===== src/rtl/wb_stage.sv =====
// ---------------------------------------------------------------------------
// wb_stage
//   Writeback stage of the NPC core. Arbitrates finished results from the
//   execute unit (EXU) and the load/store unit (LSU) onto the single write
//   port of the general register file. It also extends load data and counts
//   retired instructions.
//
//   All outputs are registered on posedge clk, so they are stable when the
//   register file samples them on the falling edge.
//
// Ports
//   clk, rst_n                    clock, asynchronous active-low reset
//   exu_valid/exu_ready           EXU result handshake
//   exu_wen, exu_rd, exu_data     EXU result payload
//   lsu_valid/lsu_ready           LSU result handshake (loads and stores)
//   lsu_wen, lsu_rd, lsu_data     LSU payload (lsu_data = raw aligned dword)
//   lsu_size, lsu_unsigned,       load field size (0=b,1=h,2=w,3=d),
//   lsu_offset                    zero/sign extension select, byte offset
//   rf_wen, rf_rd, rf_wdata       register file write port
//   commit_valid                  one-cycle pulse per retired instruction
//   instret                       retired-instruction counter
// ---------------------------------------------------------------------------
module wb_stage #(
  parameter int ADDR_WIDTH = 5,
  parameter int DATA_WIDTH = 64
) (
  input  logic                  clk,
  input  logic                  rst_n,

  input  logic                  exu_valid,
  output logic                  exu_ready,
  input  logic                  exu_wen,
  input  logic [ADDR_WIDTH-1:0] exu_rd,
  input  logic [DATA_WIDTH-1:0] exu_data,

  input  logic                  lsu_valid,
  output logic                  lsu_ready,
  input  logic                  lsu_wen,
  input  logic [ADDR_WIDTH-1:0] lsu_rd,
  input  logic [DATA_WIDTH-1:0] lsu_data,
  input  logic [1:0]            lsu_size,
  input  logic                  lsu_unsigned,
  input  logic [2:0]            lsu_offset,

  output logic                  rf_wen,
  output logic [ADDR_WIDTH-1:0] rf_rd,
  output logic [DATA_WIDTH-1:0] rf_wdata,
  output logic                  commit_valid,
  output logic [63:0]           instret
);

  // One-entry hold buffer for the EXU result that loses to the LSU.
  logic                  hold_valid_q, hold_valid_d;
  logic                  hold_wen_q,   hold_wen_d;
  logic [ADDR_WIDTH-1:0] hold_rd_q,    hold_rd_d;
  logic [DATA_WIDTH-1:0] hold_data_q,  hold_data_d;

  // Output registers.
  logic                  rf_wen_q,       rf_wen_d;
  logic [ADDR_WIDTH-1:0] rf_rd_q,        rf_rd_d;
  logic [DATA_WIDTH-1:0] rf_wdata_q,     rf_wdata_d;
  logic                  commit_valid_q, commit_valid_d;
  logic [63:0]           instret_q,      instret_d;

  logic                  exu_fire, lsu_fire;
  logic                  issue_valid;
  logic                  issue_wen;
  logic [ADDR_WIDTH-1:0] issue_rd;
  logic [DATA_WIDTH-1:0] issue_data;

  // Ready depends on state only; a full hold buffer must drain before
  // anything new is accepted, which keeps program order per channel pair.
  assign exu_ready = !hold_valid_q;
  assign lsu_ready = !hold_valid_q;
  assign exu_fire  = exu_valid && exu_ready;
  assign lsu_fire  = lsu_valid && lsu_ready;

  // ---------------------------------------------------------------------
  // Load extension: shift the addressed bytes down (zero fill), pick the
  // field, then sign- or zero-extend. Bytes shifted past the top read as 0.
  // ---------------------------------------------------------------------
  logic [5:0]            load_shamt;
  logic [DATA_WIDTH-1:0] load_shifted;
  logic [DATA_WIDTH-1:0] load_ext;

  assign load_shamt   = {lsu_offset, 3'b000};
  assign load_shifted = lsu_data >> load_shamt;

  always_comb begin
    load_ext = load_shifted;
    unique case (lsu_size)
      2'd0: load_ext = {{(DATA_WIDTH-8){load_shifted[7] & ~lsu_unsigned}},
                        load_shifted[7:0]};
      2'd1: load_ext = {{(DATA_WIDTH-16){load_shifted[15] & ~lsu_unsigned}},
                        load_shifted[15:0]};
      2'd2: load_ext = {{(DATA_WIDTH-32){load_shifted[31] & ~lsu_unsigned}},
                        load_shifted[31:0]};
      2'd3: load_ext = load_shifted;
    endcase
  end

  // ---------------------------------------------------------------------
  // Issue selection: hold buffer, then LSU, then EXU. When both channels
  // fire together the EXU result parks in the hold buffer.
  // ---------------------------------------------------------------------
  always_comb begin
    issue_valid = 1'b0;
    issue_wen   = 1'b0;
    issue_rd    = rf_rd_q;
    issue_data  = rf_wdata_q;
    hold_valid_d = hold_valid_q;
    hold_wen_d   = hold_wen_q;
    hold_rd_d    = hold_rd_q;
    hold_data_d  = hold_data_q;

    if (hold_valid_q) begin
      issue_valid  = 1'b1;
      issue_wen    = hold_wen_q;
      issue_rd     = hold_rd_q;
      issue_data   = hold_data_q;
      hold_valid_d = 1'b0;
    end else if (lsu_fire) begin
      issue_valid = 1'b1;
      issue_wen   = lsu_wen;
      issue_rd    = lsu_rd;
      issue_data  = load_ext;
      if (exu_fire) begin
        hold_valid_d = 1'b1;
        hold_wen_d   = exu_wen;
        hold_rd_d    = exu_rd;
        hold_data_d  = exu_data;
      end
    end else if (exu_fire) begin
      issue_valid = 1'b1;
      issue_wen   = exu_wen;
      issue_rd    = exu_rd;
      issue_data  = exu_data;
    end
  end

  // Writes to x0 retire but never reach the register file.
  assign rf_wen_d       = issue_valid && issue_wen && (issue_rd != '0);
  assign rf_rd_d        = issue_rd;
  assign rf_wdata_d     = issue_data;
  assign commit_valid_d = issue_valid;
  // The commit shown this cycle is counted at the next edge.
  assign instret_d      = instret_q + 64'(commit_valid_q);

  always_ff @(posedge clk or negedge rst_n) begin
    if (!rst_n) begin
      hold_valid_q   <= 1'b0;
      hold_wen_q     <= 1'b0;
      hold_rd_q      <= '0;
      hold_data_q    <= '0;
      rf_wen_q       <= 1'b0;
      rf_rd_q        <= '0;
      rf_wdata_q     <= '0;
      commit_valid_q <= 1'b0;
      instret_q      <= '0;
    end else begin
      hold_valid_q   <= hold_valid_d;
      hold_wen_q     <= hold_wen_d;
      hold_rd_q      <= hold_rd_d;
      hold_data_q    <= hold_data_d;
      rf_wen_q       <= rf_wen_d;
      rf_rd_q        <= rf_rd_d;
      rf_wdata_q     <= rf_wdata_d;
      commit_valid_q <= commit_valid_d;
      instret_q      <= instret_d;
    end
  end

  assign rf_wen       = rf_wen_q;
  assign rf_rd        = rf_rd_q;
  assign rf_wdata     = rf_wdata_q;
  assign commit_valid = commit_valid_q;
  assign instret      = instret_q;

endmodule


===== config.mk =====
export PLATFORM = sky130hd
export DESIGN_NAME = wb_stage
export DESIGN_NICKNAME = d
export VERILOG_FILES = /design/src/rtl/wb_stage.sv
export SDC_FILE = /design/constraint.sdc
export NUM_CORES = 1
export LEC_CHECK = 0
export CAP_MARGIN = 20
export CORE_ASPECT_RATIO = 0.5
export CORE_MARGIN = 3
export CORE_UTILIZATION = 60
export CTS_BUF_LIST = sky130_fd_sc_hd__clkbuf_4 sky130_fd_sc_hd__clkbuf_8
export DETAILED_ROUTE_END_ITERATION = 8
export DONT_BUFFER_PORTS = 1
export MAX_ROUTING_LAYER = met4
export PLACE_DENSITY = 0.74
export SKIP_CTS_REPAIR_TIMING = 1
export SLEW_MARGIN = 20
export SYNTH_ARGS = -nofsm -noshare
export SYNTH_HDL_FRONTEND = slang
export SYNTH_SLANG_ARGS = --single-unit

===== constraint.sdc =====
create_clock -name clk -period 2.4 [get_ports clk]
set_clock_uncertainty 0.15 [all_clocks]
set_input_delay 0 -clock clk [delete_from_list [all_inputs] [get_ports clk]]
set_output_delay 0 -clock clk [all_outputs]
set_load 0.03 [all_outputs]

Word level (Yosys, flattened, before mapping)
Cells that the tools add are included.

storage, ports and cells
  flip-flop bits (word level) = 206
  bits of input ports = 150
  output and inout bits = 137
  word-level logic and storage cells = 43

cells by class
  add/sub/neg operators = 1
  equality and inequality tests = 3
  shift operators = 1
  multiplexer cells = 15
  bitwise logic cells = 5
  reductions and logical operators = 9

operators with widths
  operator                                                          number
  64-bit case mux with 4 select lines                               1
  64-bit two-way mux                                                3
  64-bit by 1-bit adder with 64-bit output                          1
  64-bit by 6-bit >> shifter with 64-bit output                     1
  5-bit two-way mux                                                 3
  1-bit two-way mux                                                 8
  5-bit nonzero test                                                1
  2-bit == test (second input constant)                             2
  1-bit logical AND                                                 4
  1-bit bitwise AND                                                 3
  3-bit AND reduction                                               1
  3-bit nonzero test                                                1
  2-bit by 1-bit == test with 1-bit output (second input constant)  1
  2-bit logical NOT                                                 1
  1-bit inverter                                                    2
  1-bit logical NOT                                                 1

Longest topological paths before layout
Gate-level depths: netlist of run 1.

  depth in word-level cells = 7
  gate-level depth with buffers = 8
  depth with buffers taken out = 7

Least setup slack after synthesis of run 1
OpenSTA, ideal clock, no wires.

  kind = register to register
  start = register instret_q[0] (netlist: instret[0])
  end = register instret_q[48] (netlist: instret[48])
  data arrival time = 2.147 ns
  data required time = 2.170 ns
  path slack = 0.023 ns
  stages on the path, launching flop included = 8
  path buffers = 0
  period minus slack after synthesis = 2.377 ns
  cells stage by stage = dfrtp_1 -> ha_1 -> ha_1 -> inv_1 -> nor4_4 -> nand4_4 -> nor3_2 -> xor2_1

on the way
  longest elaborated chain between the ends = 1

RTL lines
  item                                      RTL line  source
  from (decl)                               63        logic [63:0] instret_q, instret_d;
  from (signal assigned)                    169       instret_q <= instret_d;
  64-bit by 1-bit adder with 64-bit output  147       assign instret_d = instret_q + 64'(commit_valid_q);
  net instret_d[48]                         63

The timed path passes the listed nets, and every way through them passes these cells.
A chain may end at the register's enable or synchronous reset.

Worst setup path after layout of run 1
  start = input port lsu_offset[2]
  end = register rf_wdata_q[14] (netlist: rf_wdata[14])

on the way
  longest elaborated chain between the ends = 5

RTL lines
  item                                               RTL line  source
  from (decl)                                        43        input logic [2:0] lsu_offset,
  64-bit by 6-bit >> shifter with 64-bit output (*)  87        assign load_shifted = lsu_data >> load_shamt;
  1-bit bitwise AND                                  92        2'd0: load_ext = {{(DATA_WIDTH-8){load_shifted[7] & ~lsu_unsigned}},
  64-bit case mux with 4 select lines (*)            91        unique case (lsu_size)
  64-bit two-way mux (*)                             122       end else if (lsu_fire) begin
  64-bit two-way mux (*)                             116       if (hold_valid_q) begin
  to (signal assigned)                               167       rf_wdata_q <= rf_wdata_d;
  to (decl)                                          61        logic [DATA_WIDTH-1:0] rf_wdata_q, rf_wdata_d;

Every way passes the cells marked *; elsewhere a longest branch is shown, timed or not. The select of a mux whose other input is x is not followed.

==> metrics.md, run 1 <==
| Metric | Value |
|---|---|
| Synthesized Nets | `1179` |
| Fin crit share | `114%` |
| Leakage | `roughly 6.4 nW` |
| Min-Delay Path Class | `in2async` |
| Mapped cell area | `approximately 11000 sq um` |
| Highest clock rate | `366 MHz` |
| WL per Instance | `between 20 and 30 microns` |
| Total power per unit cell area | `between 600 and 700 nW/um^2` |
| Count leader, synth | `dfrtp_1` |
| Max cap viols | `0` |
| Slack of the critical path | `-335 ps` |
| Final GP Congestion | `approximately 0.93` |
| Buffers on Ports | `0` |
| Netlist cell types | `60` |
| Share of layout cells above drive strength 1 | `about 27%` |
| All-layer global routing usage | `a little under a third` |
| Post-synth top area share | `45.1%` |
| CTS buffer count | `29` |
| Comb power frac | `between 20% and 30%` |
| Initial antenna violation count | `2` |
| Ys async rst share | `100%` |
| EDFF count, synth | `0` |
| Pint | `between 6 and 7 mW` |
| I/O pin cnt | `between 200 and 300` |
| Drt first pass iters | `6` |
| Largest net degree at the start of global routing | `~210` |
| Hold WS | `-1050 ps` |
| Clk network pwr share | `a little under a third` |
| Primary FF master, synth | `dfrtp_1` |
| DRC | `0` |
| Clock transition at the registers of the reported paths | `70 ps` |
| Crit path capture type | `flop` |
| Fin crit period | `2730 ps` |
| Final core utilization | `around 84%` |
| Mapped Avg Cell Area | `11.1 sq um` |
| Violated checks | `hold timing, setup timing` |
| Global-route wire length before repair | `50900 microns` |
| CP max FO | `9` |
| Root Buffer | `clkbuf_8` |
| Status | `complete, but fails checks` |
| Row count | `34` |
| DRT antenna net count | `0` |
| Commonest cells post-synth | `206 x dfrtp_1, 145 x mux2_2, 68 x nand2_1` |
| Initial DRC count | `1012` |
| Die height | `slightly above 100 microns` |
| Area contributors post-synth | `dfrtp_1 45%, mux2_2 14%, mux2i_1 3.2%` |
| Die ar. | `approximately 21000 sq um` |
| Slew Viols, Final | `0` |
| Skew-Pair Late Insertion Delay | `580 ps` |
| Via/cell ratio | `6.67` |
| HPWL after detailed placement | `between 20000 and 25000 microns` |
| Switching Share | `32.8%` |
| Non-filler cells, final | `about 1600` |
| Horiz. Die Dim | `201 microns` |
| Crit Path Class | `in2reg` |
| Critical path required time | `2690 ps` |
| Area Growth Syn to Fin | `32.7%` |
| VDD IR-drop max | `0.596 mV` |
| Starting density of the core | `63.5%` |
| Cells after Synth | `slightly above 1000` |
| Number of global-route vias before repair | `a little under 9000` |
| Flops & latches, synth | `slightly above 200` |
| # H-tree levels | `1` |
| CORE AREA | `~18000 sq um` |
| CP arrival | `between 3000 and 4000 ps` |
| Relative slew slack | `roughly 45%` |
| Net Switching | `between 3 and 4 mW` |
| Sequential area share after synthesis | `between 40 and 50%` |
| Startpoint Class | `input port` |
| DR vias | `10500` |
| CTS max path bufs | `3` |
| Synth warn | `0` |
| Final wirelength | `around 41000 microns` |
| Fin. Hold Viols | `about 210` |
| Gr ovfl total | `0` |
| Yosys top cell by area | `dfrtp_1` |
| Setup violations, final | `10` |
| Fillers | `a little over 900` |
| Final nets | `1454` |
| Placed Cells | `1288` |
| TritonCTS clock tree | `built` |
| Sequential share of power | `a little under half` |
| # clock sinks | `206` |
| Worst-Margin Slew | `around 820 ps` |
per-stage QoR:
stage          TNS [ps]  hold slack [ps]  instance area, sq um  power, mW  worst slack (ps)
3_5_place_dp          0             -441                 12100       6.31               294
5_1_grt            -916            -1070                 15200       10.5              -294
2_1_floorplan         0             -446                 11400       5.86              22.8
3_3_place_gp          0             -441                 12100       6.23               361
6_report           -788            -1050                 15200       10.2              -335
4_1_cts               0            -1060                 12700       9.39               279
flip-flops by register name (all words and copies together), names as in the netlist:
| register | flops |
|---|---|
| rf_wen | 1 |
| hold_wen_q | 1 |
| hold_valid_q | 1 |
| rf_rd | 5 |
| hold_rd_q | 5 |
| commit_valid | 1 |
| instret | 64 |
| hold_data_q | 64 |
| rf_wdata | 64 |
area by class of cell:
| class | instances | area, sq um | share of cell area [%] |
|---|---|---|---|
| Timing Repair Buffer | 312 | 3040 | 20.1 |
| Sequential cell | 206 | 5150 | 34.0 |
| Antenna cell | 4 | 10.0 | 0.0660 |
| Clock inverter | 6 | 82.6 | 0.545 |
| Clock buffer | 44 | 574 | 3.79 |
| Inverter | 17 | 63.8 | 0.421 |
| Tap cell | 252 | 315 | 2.08 |
| Multi-Input combinational cell | 736 | 5910 | 39.0 |
power by group through the flow:
stage          clock network (mW)  registers (mW)  logic [mW]
3_5_place_dp                    0            4.71        1.59
3_3_place_gp                    0            4.69        1.55
6_report                     3.16            4.69        2.30
5_1_grt                      3.34            4.73        2.43
2_1_floorplan                   0            4.73        1.13
4_1_cts                      3.14            4.65        1.60
cell usage in the layout (no fill, tap or decap), types with 37 or more instances in the layout:
cell type and n:
clkbuf_8 39, nor2_1 60, buf_4 73, mux2i_1 37, a21oi_1 58, dlygate4sd3_1 231
dfrtp_1 206, nand2_1 66, o22ai_1 50, mux2_2 145
worst max-delay path: stages:
cell	delay, ps
dlygate4sd3_1	710
nor2_1	140
o2bb2ai_2	170
o41ai_4	790
dlygate4sd3_1	750
a21oi_1	100
o21ai_0	360
path summary, 6_finish.rpt:
check                      cells after the start  slack [ps]         endpoint           start
setup / recovery                               7        -330     rf_wdata[14]   lsu_offset[2]
hold / removal                                 0       -1050       instret[8]           rst_n
setup reg to reg                               4         -20      rf_wdata[2]     rf_wdata[2]
hold reg to reg                                2         340      rf_wdata[4]  hold_data_q[4]
max in group asynchronous                      0        2780  hold_data_q[57]           rst_n
min in group clk                               5         -40     rf_wdata[35]    lsu_data[35]
routing by layer:
layer / global-route usage (%) / vias to the layer above / wire [microns]
li1: - / 4353 / -
met1: 41.7 / 5108 / 15100
met2: 48.5 / 776 / 18900
met3: 10.1 / 276 / 4530
met4: 7.06 / 0 / 2660
met5: - / - / 0
kinds of logic (layout without fill, tap and decap cells):
logic type      Yosys count  after routing  share of synthesized area (%)
simple gates            233            233                           11.5
compound gates          240            240                           14.5
buf+inv                  85            379                           3.26
mux                     199            199                           20.7
fa+ha+maj                 2              2                          0.219
other cells               0              4                              0
flops                   206            206                           45.1
xor+xnor                 62             62                           4.75
Power figures use the tool's default switching activity.
==> inputs of run 2 (changes only) <==
--- a/config.mk
+++ b/config.mk
@@ -6,8 +6,7 @@
 export NUM_CORES = 1
 export LEC_CHECK = 0
 export CAP_MARGIN = 20
-export CORE_ASPECT_RATIO = 0.5
-export CORE_MARGIN = 3
+export CORE_MARGIN = 5
 export CORE_UTILIZATION = 60
 export CTS_BUF_LIST = sky130_fd_sc_hd__clkbuf_4 sky130_fd_sc_hd__clkbuf_8
 export DETAILED_ROUTE_END_ITERATION = 8
==> metrics.md, run 2 (same netlist as run 1, synthesis figures left out) <==
| Metric | Value |
|---|---|
| HPWL after detailed placement | `24600 microns (+4.4%)` |
| DRT antenna net count | `0 (unchanged)` |
| Critical path required time | `2650 ps (-40 ps)` |
| Horiz. Die Dim | `148 microns (-26%)` |
| Slack of the critical path | `-20.9 ps (+314 ps)` |
| Slew Viols, Final | `0 (unchanged)` |
| Min-Delay Path Class | `in2async` |
| Die height | `148 microns (+43%)` |
| Largest net degree at the start of global routing | `207 (unchanged)` |
| Leakage | `6.27 nW (-2.6%)` |
| CTS max path bufs | `3 (unchanged)` |
| Fin crit period | `2420 ps (-314 ps)` |
| Commonest non-fill, non-tap cells in the layout | `206 x dfrtp_1, 189 x dlygate4sd3_1, 145 x mux2_2` |
| Area Growth Syn to Fin | `28.6%` |
| TritonCTS clock tree | `built` |
| Global-route wire length before repair | `52000 microns (+2.0%)` |
| DR vias | `10100 (-3.8%)` |
| Via/cell ratio | `6.64 (-0.38%)` |
| Die ar. | `21900 sq um (+5.1%)` |
| Violated checks | `hold timing, setup timing` |
| Row count | `50 (+47%)` |
| Status | `complete, but fails checks` |
| Hold WS | `-977 ps (+68.3 ps)` |
| Drt first pass iters | `8 (+2)` |
| Final nets | `1418 (-2.5%)` |
| Gr ovfl total | `0 (unchanged)` |
| All-layer global routing usage | `31.2% (-0.41 points)` |
| # H-tree levels | `2 (+1)` |
| Buffers on Ports | `0 (unchanged)` |
| Skew-Pair Late Insertion Delay | `550 ps (-30 ps)` |
| Root Buffer | `clkbuf_8` |
| WL per Instance | `25.9 microns (-0.67%)` |
| Initial antenna violation count | `7 (+5)` |
| Clock transition at the registers of the reported paths | `70 ps (about the same)` |
| Reg2Reg Depth | `5 (+1)` |
| CORE AREA | `18700 sq um (+3.9%)` |
| Number of global-route vias before repair | `8866 (+2.4%)` |
| Commonest non-fill, non-tap cell in the layout | `dfrtp_1` |
| Max cap viols | `0 (unchanged)` |
| Setup violations, final | `2 (-8)` |
| Fin crit share | `101% (-13 points)` |
| Total power per unit cell area | `678 nW/um^2 (+1.3%)` |
| DRC | `0 (unchanged)` |
| Final GP Congestion | `0.919 (-0.73%)` |
| I/O pin cnt | `287 (unchanged)` |
| Highest clock rate | `413 MHz (+13%)` |
| Fin. Hold Viols | `213 (+0.95%)` |
| CTS buffer count | `36 (+24%)` |
| Crit Path Class | `in2reg` |
| Final instance area | `14700 sq um (-3.1%)` |
| # clock sinks | `206 (unchanged)` |
| Final wirelength | `39500 microns (-4.1%)` |
| Initial DRC count | `988 (-2.4%)` |
| Crit path capture type | `flop` |
| Share of layout cells above drive strength 1 | `28.0% (+0.92 points)` |
| Cell Area, Placed | `12000 sq um (-0.48%)` |
| CP arrival | `2670 ps (-350 ps)` |
| Starting density of the core | `61.1% (-2.4 points)` |
| Worst-Margin Slew | `765 ps (-60.0 ps)` |
| VDD IR-drop max | `0.614 mV (+3.0%)` |
| CP max FO | `2 (-7)` |
| Startpoint Class | `input port` |
| Relative slew slack | `48.9% (+4.1 points)` |
==> run 2: cell count changes in the layout (fill, tap and decap cells not counted) <==
cell / change
dlygate4sd3_1: -42
clkbuf_4: +4
clkbuf_8: +4
diode_2: +4
clkinv_2: -3
bufinv_16: -2
buf_12: -1
buf_16: -1
buf_4: +1
clkinvlp_4: -1
inv_6: +1
nand2_1: +1
nand2_2: -1
==> run 2: report_power, final <==
part           leakage (nW)  internal [mW]  switching (mW)
clock                 0.355           1.74            1.41
sequential             2.56           3.92           0.771
combinational          3.35           1.07            1.05
total                  6.27           6.73            3.23
==> run 2: layer usage <==
layer	GRT usage [%]	up-vias	wire, microns	share of wire (%)
met5	-	-	0	0
met4	11.3	0	2240	5.7
met3	12.6	204	4810	12
met2	48.1	715	18700	47
met1	37.3	4909	13700	35
li1	-	4286	-	-
==> run 2: critical path, cell delays in order <==
cell and delay (ps):
dlygate4sd3_1 580, mux2_2 270, dlygate4sd3_1 560, a22o_1 180, dlygate4sd3_1 560, a221oi_1 370
a21oi_1 160
==> run 2: through the flow <==
stage	TNS, ps	total power [mW]	instances	setup slack [ps]	utilization, %
6_report	-40.6	9.97	1523	-20.9	78.5
5_1_grt	-142	10.3	1523	-130	78.5
4_1_cts	0	9.42	1322	175	67.8
3_5_place_dp	0	6.31	1269	241	64.2
3_3_place_gp	0	6.24	1269	328	64.2
2_1_floorplan	0	5.86	1027	22.8	-
==> run 2: final timing paths <==
check | endpoint | from | slack [ps]
setup reg to reg | rf_wdata[3] | hold_valid_q | 100
hold / removal | rf_wdata[32] | rst_n | -980
max in group asynchronous | hold_data_q[29] | rst_n | 2710
min in group clk | rf_wdata[15] | lsu_data[55] | -40
hold reg to reg | rf_wdata[6] | hold_data_q[6] | 330
setup / recovery | rf_wdata[21] | lsu_data[21] | -20
==> run 2: area by class of cell <==
cell class | count | area, sq um
Fill cell | 1144 | 4010
Clock buffer | 52 | 659
Tap cell | 234 | 293
Timing Repair Buffer | 269 | 2580
Sequential cell | 206 | 5150
Inverter | 17 | 63.8
Multi-Input combinational cell | 736 | 5910
Antenna cell | 8 | 20.0
Clock inverter | 1 | 8.76
==> inputs of run 3 (changes only) <==
--- a/config.mk
+++ b/config.mk
@@ -6,7 +6,8 @@
 export NUM_CORES = 1
 export LEC_CHECK = 0
 export CAP_MARGIN = 20
-export CORE_MARGIN = 5
+export CORE_ASPECT_RATIO = 0.7
+export CORE_MARGIN = 2
 export CORE_UTILIZATION = 60
 export CTS_BUF_LIST = sky130_fd_sc_hd__clkbuf_4 sky130_fd_sc_hd__clkbuf_8
 export DETAILED_ROUTE_END_ITERATION = 8
==> metrics.md, run 3 (same netlist as run 1, synthesis figures left out) <==
| Metric | Value |
|---|---|
| Status | `complete, but fails checks` |
| Violated checks | `hold timing, setup timing` |
| Max cap viols | `0 (unchanged)` |
| Drt first pass iters | `5 (-3)` |
| Met1 Usage GRT | `47.6% (+10 points)` |
| CTS max path bufs | `3 (unchanged)` |
| Die ar. | `20200 sq um (-7.9%)` |
| Commonest non-fill, non-tap cells in the layout | `206 x dfrtp_1, 175 x dlygate4sd3_1, 145 x mux2_2` |
| Commonest non-fill, non-tap cell in the layout | `dfrtp_1` |
| Via/cell ratio | `6.61 (-0.47%)` |
| Comb power frac | `20.6% (-0.7 points)` |
| R2R Path Start | `hold_valid_q` |
| CORE AREA | `18800 sq um (+0.29%)` |
| I/O pin cnt | `287 (unchanged)` |
| Fin crit period | `2460 ps (+37.7 ps)` |
| # H-tree levels | `2 (unchanged)` |
| CTS buffer count | `34 (-5.6%)` |
| DR vias | `10000 (-0.66%)` |
| WL per Instance | `25.7 microns (-1.0%)` |
| R2R Path End | `rf_wdata[30]` |
| Met3 GRT Util | `14.5% (+1.9 points)` |
| Fin. Hold Viols | `215 (+0.94%)` |
| Clock transition at the registers of the reported paths | `70 ps (about the same)` |
| CP arrival | `2710 ps (+40 ps)` |
| Share of layout cells above drive strength 1 | `28.6% (+0.59 points)` |
| Crit Path Class | `in2reg` |
| DRC | `0 (unchanged)` |
| Worst-Margin Slew | `730 ps (-34.6 ps)` |
| Reg-to-reg slack, setup | `30 ps (-70 ps)` |
| Initial DRC count | `1253 (+27%)` |
| Placed Cells | `1279 (+0.79%)` |
| Area Growth Syn to Fin | `27.9%` |
| # clock sinks | `206 (unchanged)` |
| Clk network pwr share | `32.6% (+1.0 points)` |
| Buffers on Ports | `0 (unchanged)` |
| All-layer global routing usage | `34.7% (+3.5 points)` |
| DRT antenna net count | `0 (unchanged)` |
| Critical path required time | `2650 ps (about the same)` |
| Horiz. Die Dim | `169 microns (+14%)` |
| Die height | `119 microns (-19%)` |
| Gr ovfl total | `0 (unchanged)` |
| Global-route wire length before repair | `52000 microns (+0.13%)` |
| Reg area | `5150 sq um (unchanged)` |
| Highest clock rate | `407 MHz (-1.5%)` |
| Sequential share of power | `46.8% (-0.3 points)` |
| VDD IR-drop max | `0.535 mV (-13%)` |
| Final core utilization | `77.9% (-0.66 points)` |
| Crit path capture type | `flop` |
| Slack of the critical path | `-58.6 ps (-37.7 ps)` |
| Hold WS | `-977 ps (+0.534 ps)` |
| Total power per unit cell area | `682 nW/um^2 (+0.60%)` |
| Reg2Reg Depth | `5 (unchanged)` |
| Root Buffer | `clkbuf_8` |
| Multi-input gate area | `5910 sq um (unchanged)` |
| Min-Delay Path Class | `in2async` |
| Largest net degree at the start of global routing | `207 (unchanged)` |
| TritonCTS clock tree | `built` |
| Slew Viols, Final | `0 (unchanged)` |
| Startpoint Class | `input port` |
| Number of global-route vias before repair | `8565 (-3.4%)` |
| Row count | `42 (-16%)` |
| Grt peak-use layer | `met2` |
| Final nets | `1404 (-0.99%)` |
| HPWL after detailed placement | `24400 microns (-0.79%)` |
| Relative slew slack | `51.1% (+2.2 points)` |
| Leakage | `6.23 nW (-0.61%)` |
| Final wirelength | `39000 microns (-1.2%)` |
| Pint | `6.77 mW (+0.51%)` |
| Non-filler cells, final | `1520 (-0.20%)` |
| Pre-CTS setup slack | `256 ps (+15.1 ps)` |
| Fillers | `1143 (-0.087%)` |
| Final GP Congestion | `0.907 (-1.3%)` |
| Initial antenna violation count | `4 (-3)` |
| Skew-Pair Late Insertion Delay | `520 ps (-30 ps)` |
| Fin crit share | `102% (+1.6 points)` |
| Net Switching | `3.21 mW (-0.92%)` |
| CP max FO | `34 (+32)` |
| Met2 usage | `48.6% (+0.48 points)` |
| Setup violations, final | `2 (unchanged)` |
| Switching Share | `32.1% (-0.31 points)` |
| Starting density of the core | `60.9% (-0.18 points)` |
==> run 3: cell count changes in the layout (fill, tap and decap cells not counted), sizes merged <==
cell and change:
clkinvlp +1, inv -1, bufinv +1, dlygate4sd3 -14, buf +2, clkinv +2, diode -2
==> run 3: per-stage QoR <==
| step | area, sq um | power, mW | setup TNS [ps] |
|---|---|---|---|
| 2_1_floorplan | 11400 | 5.86 | 0 |
| 3_3_place_gp | 12100 | 6.20 | 0 |
| 3_5_place_dp | 12100 | 6.26 | 0 |
| 4_1_cts | 12700 | 9.47 | 0 |
| 5_1_grt | 14600 | 10.3 | -173 |
| 6_report | 14600 | 9.97 | -82.7 |
==> run 3: critical path, stage by stage <==
cell	delay, ps
buf_12	200
mux4_2	330
dlygate4sd3_1	600
mux2i_1	270
dlygate4sd3_1	600
o221ai_1	110
dlygate4sd3_1	570
==> run 3: worst max path at each step <==
stage	start	to	slack (ps)	cells after the start
after detailed placement	instret[0]	instret[56]	260	8
after CTS	instret[0]	instret[62]	230	8
after global routing	lsu_data[61]	rf_wdata[5]	-100	7
after floorplan	instret[0]	instret[48]	20	7
after global placement	commit_valid	instret[62]	330	8
final	lsu_offset[1]	rf_wdata[5]	-60	7
==> run 3: layout make-up <==
class / count / share of cell area [%]
antenna: 6 / 0.103
inverter: 17 / 0.437
tap: 242 / 2.07
sequential: 206 / 35.3
clock buffer: 52 / 4.43
multi-input combinational: 736 / 40.5
clock inverter: 4 / 0.325
timing repair buffer: 257 / 16.9
==> run 3: metal layers <==
| layer | part of all wire, % | wire, microns | vias up |
|---|---|---|---|
| met5 | 0 | 0 | - |
| met4 | 3.5 | 1360 | 0 |
| li1 | - | - | 4280 |
| met3 | 13 | 5200 | 136 |
| met2 | 44 | 17300 | 720 |
| met1 | 39 | 15200 | 4911 |
==> run 3: power groups by stage <==
stage / sequential (mW) / combinational [mW] / clock, mW
final: 4.67 / 2.05 / 3.25
after global routing: 4.71 / 2.18 / 3.44
after CTS: 4.64 / 1.57 / 3.26
after detailed placement: 4.70 / 1.56 / 0
after global placement: 4.68 / 1.52 / 0
after floorplan: 4.73 / 1.13 / 0
